## src/rtl/synth_pkg.sv

```systemverilog
// Shared constants for the tone sequencer: FSM encoding, waveform codes,
// note increment table and the 16-step sequence ROM.
package synth_pkg;

  typedef enum logic [1:0] {StIdle, StNote, StGap} state_e;

  localparam logic [1:0] WaveSquare  = 2'd0;
  localparam logic [1:0] WaveSaw     = 2'd1;
  localparam logic [1:0] WaveTri     = 2'd2;
  localparam logic [1:0] WaveSilence = 2'd3;

  localparam logic [3:0] NoteRest = 4'd0;
  localparam logic [7:0] EnvFull  = 8'hFF;

  // Phase increment per sample at ~47.6 kHz: round(f * 65536 / 47619).
  function automatic logic [15:0] note_inc(input logic [3:0] code);
    logic [15:0] inc;
    case (code)
      4'd1:    inc = 16'h0168; // C4
      4'd2:    inc = 16'h017D;
      4'd3:    inc = 16'h0194; // D4
      4'd4:    inc = 16'h01AC;
      4'd5:    inc = 16'h01C6; // E4
      4'd6:    inc = 16'h01E1; // F4
      4'd7:    inc = 16'h01FD;
      4'd8:    inc = 16'h021B; // G4
      4'd9:    inc = 16'h023C;
      4'd10:   inc = 16'h025E; // A4
      4'd11:   inc = 16'h0282;
      4'd12:   inc = 16'h02A8; // B4
      4'd13:   inc = 16'h02D0; // C5
      4'd14:   inc = 16'h0328; // D5
      4'd15:   inc = 16'h038B; // E5
      default: inc = 16'h0000; // rest
    endcase
    return inc;
  endfunction

  function automatic logic [3:0] seq_note(input logic [3:0] step);
    logic [3:0] code;
    case (step)
      4'd0:    code = 4'd10;
      4'd1:    code = 4'd12;
      4'd2:    code = 4'd13;
      4'd3:    code = NoteRest;
      4'd4:    code = 4'd14;
      4'd5:    code = 4'd13;
      4'd6:    code = 4'd12;
      4'd7:    code = 4'd10;
      4'd8:    code = 4'd8;
      4'd9:    code = 4'd10;
      4'd10:   code = 4'd12;
      4'd11:   code = 4'd8;
      4'd12:   code = 4'd6;
      4'd13:   code = 4'd5;
      4'd14:   code = 4'd3;
      default: code = 4'd1;
    endcase
    return code;
  endfunction

endpackage

```

## src/rtl/synth_osc.sv

```systemverilog
// 16-bit phase accumulator with square/saw/triangle/silence waveform select.
module synth_osc
  import synth_pkg::*;
(
  input  logic        clk,
  input  logic        rst_n,
  input  logic [15:0] inc,
  input  logic        advance,
  input  logic        clear,
  input  logic [1:0]  wave_sel,
  output logic [7:0]  wave
);

  logic [15:0] r_phase;

  always_ff @(posedge clk or negedge rst_n) begin
    if (!rst_n) begin
      r_phase <= 16'h0000;
    end else if (clear) begin
      r_phase <= 16'h0000;
    end else if (advance) begin
      r_phase <= r_phase + inc;
    end
  end

  always_comb begin
    wave = 8'h00;
    case (wave_sel)
      WaveSquare: wave = r_phase[15] ? 8'hFF : 8'h00;
      WaveSaw:    wave = r_phase[15:8];
      WaveTri:    wave = r_phase[15] ? ~r_phase[14:7] : r_phase[14:7];
      default:    wave = 8'h00;
    endcase
  end

endmodule

```

## src/rtl/tone_sequencer.sv

```systemverilog
// Plays a 16-step note sequence as 8-bit unsigned samples, one per sample tick,
// with a per-step linear-decay envelope and a silent gap at the end of each step.
module tone_sequencer
  import synth_pkg::*;
#(
  parameter int unsigned SAMPLE_DIV   = 21,
  parameter int unsigned STEP_SAMPLES = 6000,
  parameter int unsigned GAP_SAMPLES  = 600,
  parameter int unsigned ENV_DIV      = 24
) (
  input  logic       clk,
  input  logic       rst_n,
  input  logic       enable,
  input  logic [1:0] wave_sel,
  output logic [7:0] sample_out,
  output logic       sample_valid,
  output logic [3:0] step_idx
);

  localparam int unsigned DIV_W = (SAMPLE_DIV > 1) ? $clog2(SAMPLE_DIV) : 1;
  localparam int unsigned CNT_W = (STEP_SAMPLES > 1) ? $clog2(STEP_SAMPLES) : 1;
  localparam int unsigned PRE_W = (ENV_DIV > 1) ? $clog2(ENV_DIV) : 1;

  localparam logic [DIV_W-1:0] DivLast  = DIV_W'(SAMPLE_DIV - 1);
  localparam logic [CNT_W-1:0] CntLast  = CNT_W'(STEP_SAMPLES - 1);
  localparam logic [CNT_W-1:0] NoteLast = CNT_W'(STEP_SAMPLES - GAP_SAMPLES - 1);
  localparam logic [PRE_W-1:0] PreLast  = PRE_W'(ENV_DIV - 1);

  state_e           r_state, w_state_nxt;
  logic [DIV_W-1:0] r_div, w_div_nxt;
  logic [CNT_W-1:0] r_cnt, w_cnt_nxt;
  logic [PRE_W-1:0] r_pre, w_pre_nxt;
  logic [7:0]       r_env, w_env_nxt;
  logic [3:0]       r_step, w_step_nxt;
  logic [7:0]       r_sample, w_sample_nxt;
  logic             r_valid, w_valid_nxt;

  logic        w_tick, w_step_end, w_note_end;
  logic [3:0]  w_step_inc;
  logic [7:0]  w_wave;
  logic [15:0] w_product;
  logic        w_osc_clear, w_osc_advance;

  assign w_tick     = (r_state != StIdle) && (r_div == DivLast);
  assign w_step_end = w_tick && (r_cnt == CntLast);
  assign w_note_end = w_tick && (r_state == StNote) && (r_cnt == NoteLast);
  assign w_step_inc = r_step + 4'd1;
  assign w_product  = 16'(w_wave) * 16'(r_env);

  assign w_osc_clear   = !enable || (r_state == StIdle) || w_step_end;
  assign w_osc_advance = enable && w_tick && (r_state == StNote);

  synth_osc u_osc (
    .clk      (clk),
    .rst_n    (rst_n),
    .inc      (note_inc(seq_note(r_step))),
    .advance  (w_osc_advance),
    .clear    (w_osc_clear),
    .wave_sel (wave_sel),
    .wave     (w_wave)
  );

  always_ff @(posedge clk or negedge rst_n) begin
    if (!rst_n) begin
      r_state <= StIdle;
    end else begin
      r_state <= w_state_nxt;
    end
  end

  // Step end is checked before note end so a zero-length gap rolls straight on.
  always_comb begin
    w_state_nxt = r_state;
    if (!enable) begin
      w_state_nxt = StIdle;
    end else begin
      case (r_state)
        StIdle:  w_state_nxt = StNote;
        StNote: begin
          if (w_step_end)      w_state_nxt = StNote;
          else if (w_note_end) w_state_nxt = StGap;
        end
        StGap:   if (w_step_end) w_state_nxt = StNote;
        default: w_state_nxt = StIdle;
      endcase
    end
  end

  always_comb begin
    w_div_nxt    = r_div;
    w_cnt_nxt    = r_cnt;
    w_pre_nxt    = r_pre;
    w_env_nxt    = r_env;
    w_step_nxt   = r_step;
    w_sample_nxt = r_sample;
    w_valid_nxt  = 1'b0;
    if (!enable) begin
      w_div_nxt    = '0;
      w_cnt_nxt    = '0;
      w_pre_nxt    = '0;
      w_step_nxt   = 4'd0;
      w_sample_nxt = 8'h00;
    end else if (r_state == StIdle) begin
      w_div_nxt  = '0;
      w_cnt_nxt  = '0;
      w_pre_nxt  = '0;
      w_step_nxt = 4'd0;
      w_env_nxt  = (seq_note(4'd0) == NoteRest) ? 8'h00 : EnvFull;
    end else begin
      w_div_nxt   = w_tick ? '0 : r_div + 1'b1;
      w_valid_nxt = w_tick;
      if (w_tick) begin
        w_cnt_nxt = w_step_end ? '0 : r_cnt + 1'b1;
        if (r_state == StNote) begin
          w_sample_nxt = w_product[15:8];
          if (r_pre == PreLast) begin
            w_pre_nxt = '0;
            w_env_nxt = (r_env == 8'h00) ? 8'h00 : r_env - 8'd1;
          end else begin
            w_pre_nxt = r_pre + 1'b1;
          end
        end else begin
          w_sample_nxt = 8'h00;
        end
        if (w_step_end) begin
          w_step_nxt = w_step_inc;
          w_pre_nxt  = '0;
          w_env_nxt  = (seq_note(w_step_inc) == NoteRest) ? 8'h00 : EnvFull;
        end
      end
    end
  end

  always_ff @(posedge clk or negedge rst_n) begin
    if (!rst_n) begin
      r_div    <= '0;
      r_cnt    <= '0;
      r_pre    <= '0;
      r_env    <= 8'h00;
      r_step   <= 4'd0;
      r_sample <= 8'h00;
      r_valid  <= 1'b0;
    end else begin
      r_div    <= w_div_nxt;
      r_cnt    <= w_cnt_nxt;
      r_pre    <= w_pre_nxt;
      r_env    <= w_env_nxt;
      r_step   <= w_step_nxt;
      r_sample <= w_sample_nxt;
      r_valid  <= w_valid_nxt;
    end
  end

  assign sample_out   = r_sample;
  assign sample_valid = r_valid;
  assign step_idx     = r_step;

endmodule

```

## config.mk

```make
export PLATFORM = sky130hd
export DESIGN_NAME = tone_sequencer
export DESIGN_NICKNAME = d
export VERILOG_FILES = /design/src/rtl/synth_pkg.sv /design/src/rtl/synth_osc.sv /design/src/rtl/tone_sequencer.sv
export SDC_FILE = /design/constraint.sdc
export NUM_CORES = 1
export LEC_CHECK = 0
export ABC_CLOCK_PERIOD_IN_PS = 12240
export BUFFER_PORTS_ARGS = -buffer_cell sky130_fd_sc_hd__buf_4
export CAP_MARGIN = 20
export CORE_AREA = 2 2 125 127
export DETAILED_ROUTE_END_ITERATION = 10
export DIE_AREA = 0 0 127 129
export PLACE_DENSITY = 0.62
export SLEW_MARGIN = 20
export SYNTH_ARGS = -nofsm -noshare
export SYNTH_HDL_FRONTEND = slang
export SYNTH_SLANG_ARGS = --single-unit
```

## constraint.sdc

```tcl
create_clock -name clk -period 12.24 [get_ports clk]
set_clock_uncertainty 0.05 [all_clocks]
set_input_delay 0 -clock clk [delete_from_list [all_inputs] [get_ports clk]]
set_output_delay 0 -clock clk [all_outputs]
set_load 0.01 [all_outputs]
```

* Yosys cells after proc, flatten, opt, wreduce, memory -nomap -nowiden
Memory sizes are Yosys's and may differ from the RTL's. Cells that the tools add are included.
Word-level totals: memory bits (read-only) 288, memories kept 3, word-level logic and storage cells 102, output and inout port bits 13, flip-flop bits (word level) 62
Operators by class: muxes and demuxes 44, add/subtract/negate cells 6, multipliers 1, bitwise operators 1, reduce and logical (&&, ||, !) cells 23, equal/unequal tests 15
Memories:
- (name not given) | depth 16, width 10, read ports 1, clocked after Yosys merged registers in 0, write ports 0, line synth_pkg.sv:18 | case (code)
- (name not given) | depth 16, width 4, read ports 1, clocked after Yosys merged registers in 0, write ports 0, line synth_pkg.sv:41 | case (step)
- (name not given) | depth 16, width 4, read ports 1, clocked after Yosys merged registers in 0, write ports 0, line synth_pkg.sv:41
Operators by type and width (number):
- $mux W8 | 13
- $mux W13 | 4
- $mux W5 | 9
- $mux W16 | 2
- $mux W4 | 8
- $eq A13 B13 Y1 const B | 2
- $pmux W8 S3 | 1
- $add A16 B16 Y16 | 1
- $mul A8 B8 Y16 | 1
- $add A13 B1 Y13 const B | 1
- $add A5 B1 Y5 const B | 2
- $eq A5 B5 Y1 const B | 2
- $logic_not A8 Y1 | 1
- $mux W2 | 4
- $not A8 Y8 | 1
- $reduce_and A2 Y1 | 4
- $sub A8 B1 Y8 const B | 1
- $logic_and A1 B1 Y1 | 6
- $ne A3 B1 Y1 const B | 2
- $pmux W2 S3 | 1
- $reduce_bool A2 Y1 | 3
- $reduce_bool A3 Y1 | 2
- $add A4 B1 Y4 const B | 1
- $eq A2 B1 Y1 const B | 2
- 12 further kinds | 16

* Logic depth before layout (Yosys ltp)
word-level depth 12, gate-level depth with buffers 20, gate-level depth less buffers 19

* By module
Synthesis repeated with hierarchy kept, for this count alone.
Unflattened totals: cell total of the unflattened synthesis 762, area total of the unflattened synthesis 6546.3 um2
By module, submodules not included:
- tone_sequencer | times used 1, area an instance 4872.2 um2, cells each 557
- synth_osc | times used 1, area an instance 1674.1 um2, cells each 205

* Worst setup path before layout
OpenSTA, ideal clock, no wires.
kind reg2reg, from register u_osc.r_phase[15], to register r_sample[7], in the netlist sample_out[7], required time 12.120 ns, arrival 5.043 ns, path slack 7.078 ns, cell stages (with the launch flop) 19, clock period less this slack 5.162 ns, cell sequence dfrtp_1 > buf_4 > xor2_1 > nor2_1 > a21oi_1 > nand2b_1 > fa_1 > fa_1 > inv_1 > fa_1 > fa_1 > ha_1 > a21o_1 > a21o_1 > a21oi_1 > o21ai_2 > a221o_1 > or4_1 > nand3_1
Between the ends: cells in the longest elaborated chain, start to end 7, elaborated cells on any way between the ends 8, classes of those cells 1 x mul; 7 x mux
Ends and longest elaborated chain:
- start: declaration | line synth_osc.sv:14 | logic [15:0] r_phase;
- start signal: assignment | line synth_osc.sv:22 | r_phase <= r_phase + inc;
- $mux W8, on equally long branches | line synth_osc.sv:31, synth_osc.sv:29
- $pmux W8 S3 (*) | line synth_osc.sv:28 | case (wave_sel)
- $mul A8 B8 Y16 (*) | line tone_sequencer.sv:48 | assign w_product = 16'(w_wave) * 16'(r_env);
- $mux W8 (*) | line tone_sequencer.sv:114 | if (r_state == StNote) begin
- $mux W8 (*) | line tone_sequencer.sv:112 | if (w_tick) begin
- $mux W8 (*) | line tone_sequencer.sv:103 | end else if (r_state == StIdle) begin
- $mux W8 (*) | line tone_sequencer.sv:97 | if (!enable) begin
- end signal: assignment | line tone_sequencer.sv:149 | r_sample <= w_sample_nxt;
- end: declaration | line tone_sequencer.sv:35 | logic [7:0] r_sample, w_sample_nxt;
Every way passes the cells marked *; elsewhere a longest branch is shown, timed or not. The select of a mux whose other input is x is not followed. A chain may end at the register's enable or synchronous reset.

* Worst setup path after layout
Same ends and word-level chain as after synthesis.

==> results by group <==
Yosys
  – Synthesis Warnings: 0
  – Ys flop type: dfrtp_1
  – Yosys reg bits: 62
  – Ys async rst share: 100%
  – Cell area after synthesis: 5930 um2
  – Post-synth EDFFs: 0
  – Seq/Total Area, Yosys: 26.2%
  – Syn Inst Count: between 600 and 700
  – Post-synthesis cell type count: between 60 and 70
  – Post-Syn Area per Cell: ~8.8 um2
  – Synth Net Count: ~770

STA
  – Slew HR: about 30%
  – TNS Setup: 0 ns
  – Max Freq: 0.177 GHz
  – RSZ-0062 raised after global routing: no
  – Fin. Hold Viols: 0
  – Slew @ Worst Pin: around 1.1 ns
  – Tcrit/Tclk final: around 46%
  – Final setup violation count: 0
  – Final Max Slew Viols: 0
  – Minimum clock period after layout: between 5 and 6 ns

Cells and area
  – Area of the multi-input gates: around 4000 um2
  – Reg area: approximately 1600 um2
  – Commonest non-fill, non-tap cells in the layout: nor2_1, dfrtp_1, ha_1
  – Layout Nets: slightly below 800
  – Layout Area Growth over Synthesis: 9.97%
  – Commonest non-fill, non-tap cell in the layout: nor2_1
  – Cell area after layout: 6520 um2
  – ANT cells: 0
  – Fraction of layout cells with a size suffix above 1: under 10%
  – Layout fillers: 1459

GRT
  – First-pass GRT wire length: about 22 mm
  – Pin count of the biggest net entering global routing: 63
  – GRT Total Usage: 16.4%
  – Total grt overflow: 0
  – Initial antenna violation count: 0
  – Vias in the first global route: around 4700

Drt
  – Vias/cell: between 5 and 6
  – Number of remaining DRC errors: 0
  – Drt wl/cell: roughly 15 um
  – Detailed router's first-iteration violation count: 236
  – Remaining antenna violation count: 0
  – WL final: between 10 and 15 mm
  – Drt first pass iters: 5
  – Vias: roughly 4700

Clock tree
  – Post CTS Setup Buffer Count: 0
  – CTS Sinks: 62
  – CTS root buffer: clkbuf_16
  – Clock Latency Late Sink: roughly 0.33 ns
  – H-tree lvl count: 3
  – CTS Buffer Depth: 2
  – CTS tree: done
  – Post-CTS sizing: 0
  – Inserted Clock Buffers: 9
  – Clk pin slew, worst setup/hold paths: 0.06 ns

Placed design
  – Post-DP HPWL: roughly 9.7 mm
  – PortBufs: 17
  – Instance area at placement: approximately 6200 um2
  – GP Congestion: ~0.86

Floorplan
  – Row cnt: 45
  – Die area: 16400 um2
  – Die width: 127 um
  – IO Count: 18
  – Core footprint: around 15000 um2
  – Initial Utilization: between 30% and 40%
  – Die H: about 130 um

Worst setup path
  – Critical Path End: sample_out[7]
  – R2r worst-path depth: 17
  – Reg2reg setup slack: roughly 6.6 ns
  – Crit path capture type: flip-flop
  – Worst r2r src: u_osc.r_phase[15]
  – Crit path max fanout: 12
  – Setup crit start: u_osc.r_phase[15]
  – Crit path DAT: between 5 and 6 ns
  – R2r endpoint: sample_out[7]
  – Worst Setup Path Type: flip-flop to flip-flop
  – WP data required: roughly 12 ns
  – Crit start category: flip-flop

Flow run
  – Total of max-cap violations: 0

Power
  – Pwr dens: 74.3 nW/um2
  – Leakage: approximately 3.2 nW
  – IR drop worst, VDD: between 0.05 and 0.06 mV

Status
  – Outcome: completed

Worst hold path
  – Min-Delay Path Class: input pin to async pin
## power breakdown
group          total, mW  switching, mW  internal, mW  leakage, nW
clock network      0.250         0.0939         0.156        0.141
registers          0.211        0.00408         0.207        0.825
logic             0.0232         0.0171       0.00613         2.19
total              0.484          0.115         0.369         3.16
## cell families after synthesis
group | Yosys count | synth area share, %
AO/OA/AOI/OAI | 129 | 14.5
buffers and inverters | 77 | 5.13
adder cells (fa/ha/maj) | 97 | 25.0
AND/OR/NAND/NOR | 261 | 22.1
XOR/XNOR | 37 | 5.47
multiplexers | 8 | 1.58
flip-flops | 62 | 26.2
## area by class of cell
class                      instances  area share [%]
multi-input combinational        532            62.5
sequential                        62            23.8
tap                              188            3.61
clock buffer                       9            3.46
inverter                          58            3.34
timing repair buffer              20            2.38
clock inverter                     6           0.941
## through the flow
stage	cells	worst slack, ns	hold slack [ns]	power, mW	util, %
floorplan	671	7.08	-0.346	0.228	-
global placement	858	6.76	0.0991	0.237	41.5
detailed placement	858	6.61	0.121	0.238	41.5
CTS	875	6.62	0.320	0.491	43.5
global route	875	6.26	0.361	0.503	43.5
finish	875	6.60	0.282	0.484	43.5
## worst min path at each step
stage / slack (ns) / from / cells past startpoint / endpoint
floorplan: -0.35 / rst_n / 0 / r_cnt[0]
global placement: 0.1 / rst_n / 1 / r_env[2]
detailed placement: 0.12 / rst_n / 1 / r_div[0]
CTS: 0.32 / rst_n / 2 / r_cnt[4]
global route: 0.36 / rst_n / 2 / r_cnt[2]
finish: 0.28 / rst_n / 2 / r_div[3]
## routing by layer
| layer | GRT usage, % | vias to the layer above | wire [um] |
|---|---|---|---|
| li1 | - | 2319 | - |
| met1 | 20.7 | 2328 | 5850 |
| met2 | 29.8 | 53 | 6510 |
| met3 | 1.91 | 12 | 261 |
| met4 | 4.27 | 0 | 167 |
| met5 | 0 | - | 0 |
## cells in the mapped netlist, types with 2 or more instances
master    count  area (um2)
inv_1        56         210
nor3_1       16        80.1
or4_1         3        22.5
a21o_1        9        67.6
clkinv_1      2        7.51
and2_1        6        37.5
o21a_1        5        37.5
o21ai_1       2        10.0
nand2_1      59         221
xor2_1       24         210
buf_4         2        15.0
or3_1         8        50.1
o21bai_1      2        15.0
and3_1        3        18.8
buf_1         2        7.51
nand2b_1     11        68.8
nor3b_1       4        30.0
nand3_1      16        80.1
a211oi_1      5        37.5
nand4b_1      2        17.5
clkbuf_1     14        52.6
xnor2_1      13         114
dfrtp_1      62        1550
o21ai_0      38         190
nor4bb_1      2        20.0
nor2_1       85         319
a221oi_4      2        52.6
o31ai_1       6        45.0
a31oi_1       6        37.5
and2b_1       5        37.5
ha_1         61         763
fa_1         36         721
mux2i_1       6        60.1
a21oi_1      30         150
o22ai_1       2        12.5
a22o_1       11        96.3
nor2b_1      23         144
o211ai_1      2        15.0
nand4_1       7        43.8
and4_1        2        17.5
## registers in the layout (all words and copies together) (netlist names)
signal and cells:
r_pre 5, r_div 5, sample_valid 1, r_env 8, u_osc.r_phase 16, step_idx 4, r_state 2, r_cnt 13
sample_out 8
## worst max-delay path, cell delays in order (launching register included)
cell and delay [ns]:
dfrtp_1 0.57, xor2_1 0.18, nor2_1 0.05, a21oi_1 0.49, nand2b_1 0.21, fa_1 0.46, fa_1 0.57, inv_1 0.06
fa_1 0.50, fa_1 0.49, ha_1 0.35, a21o_1 0.17, a21o_1 0.20, a21oi_1 0.17, o21ai_2 0.10, a221o_1 0.38
or4_1 0.49, nand3_1 0.09
## what timing repair did
| item | in CTS | in global routing |
|---|---|---|
| hold buffers | 2 | 0 |
| setup endpoints to repair | 0 | 0 |
| endpoints found under the hold margin | 64 | 0 |
Note: power is estimated with default switching activity, not from simulation.
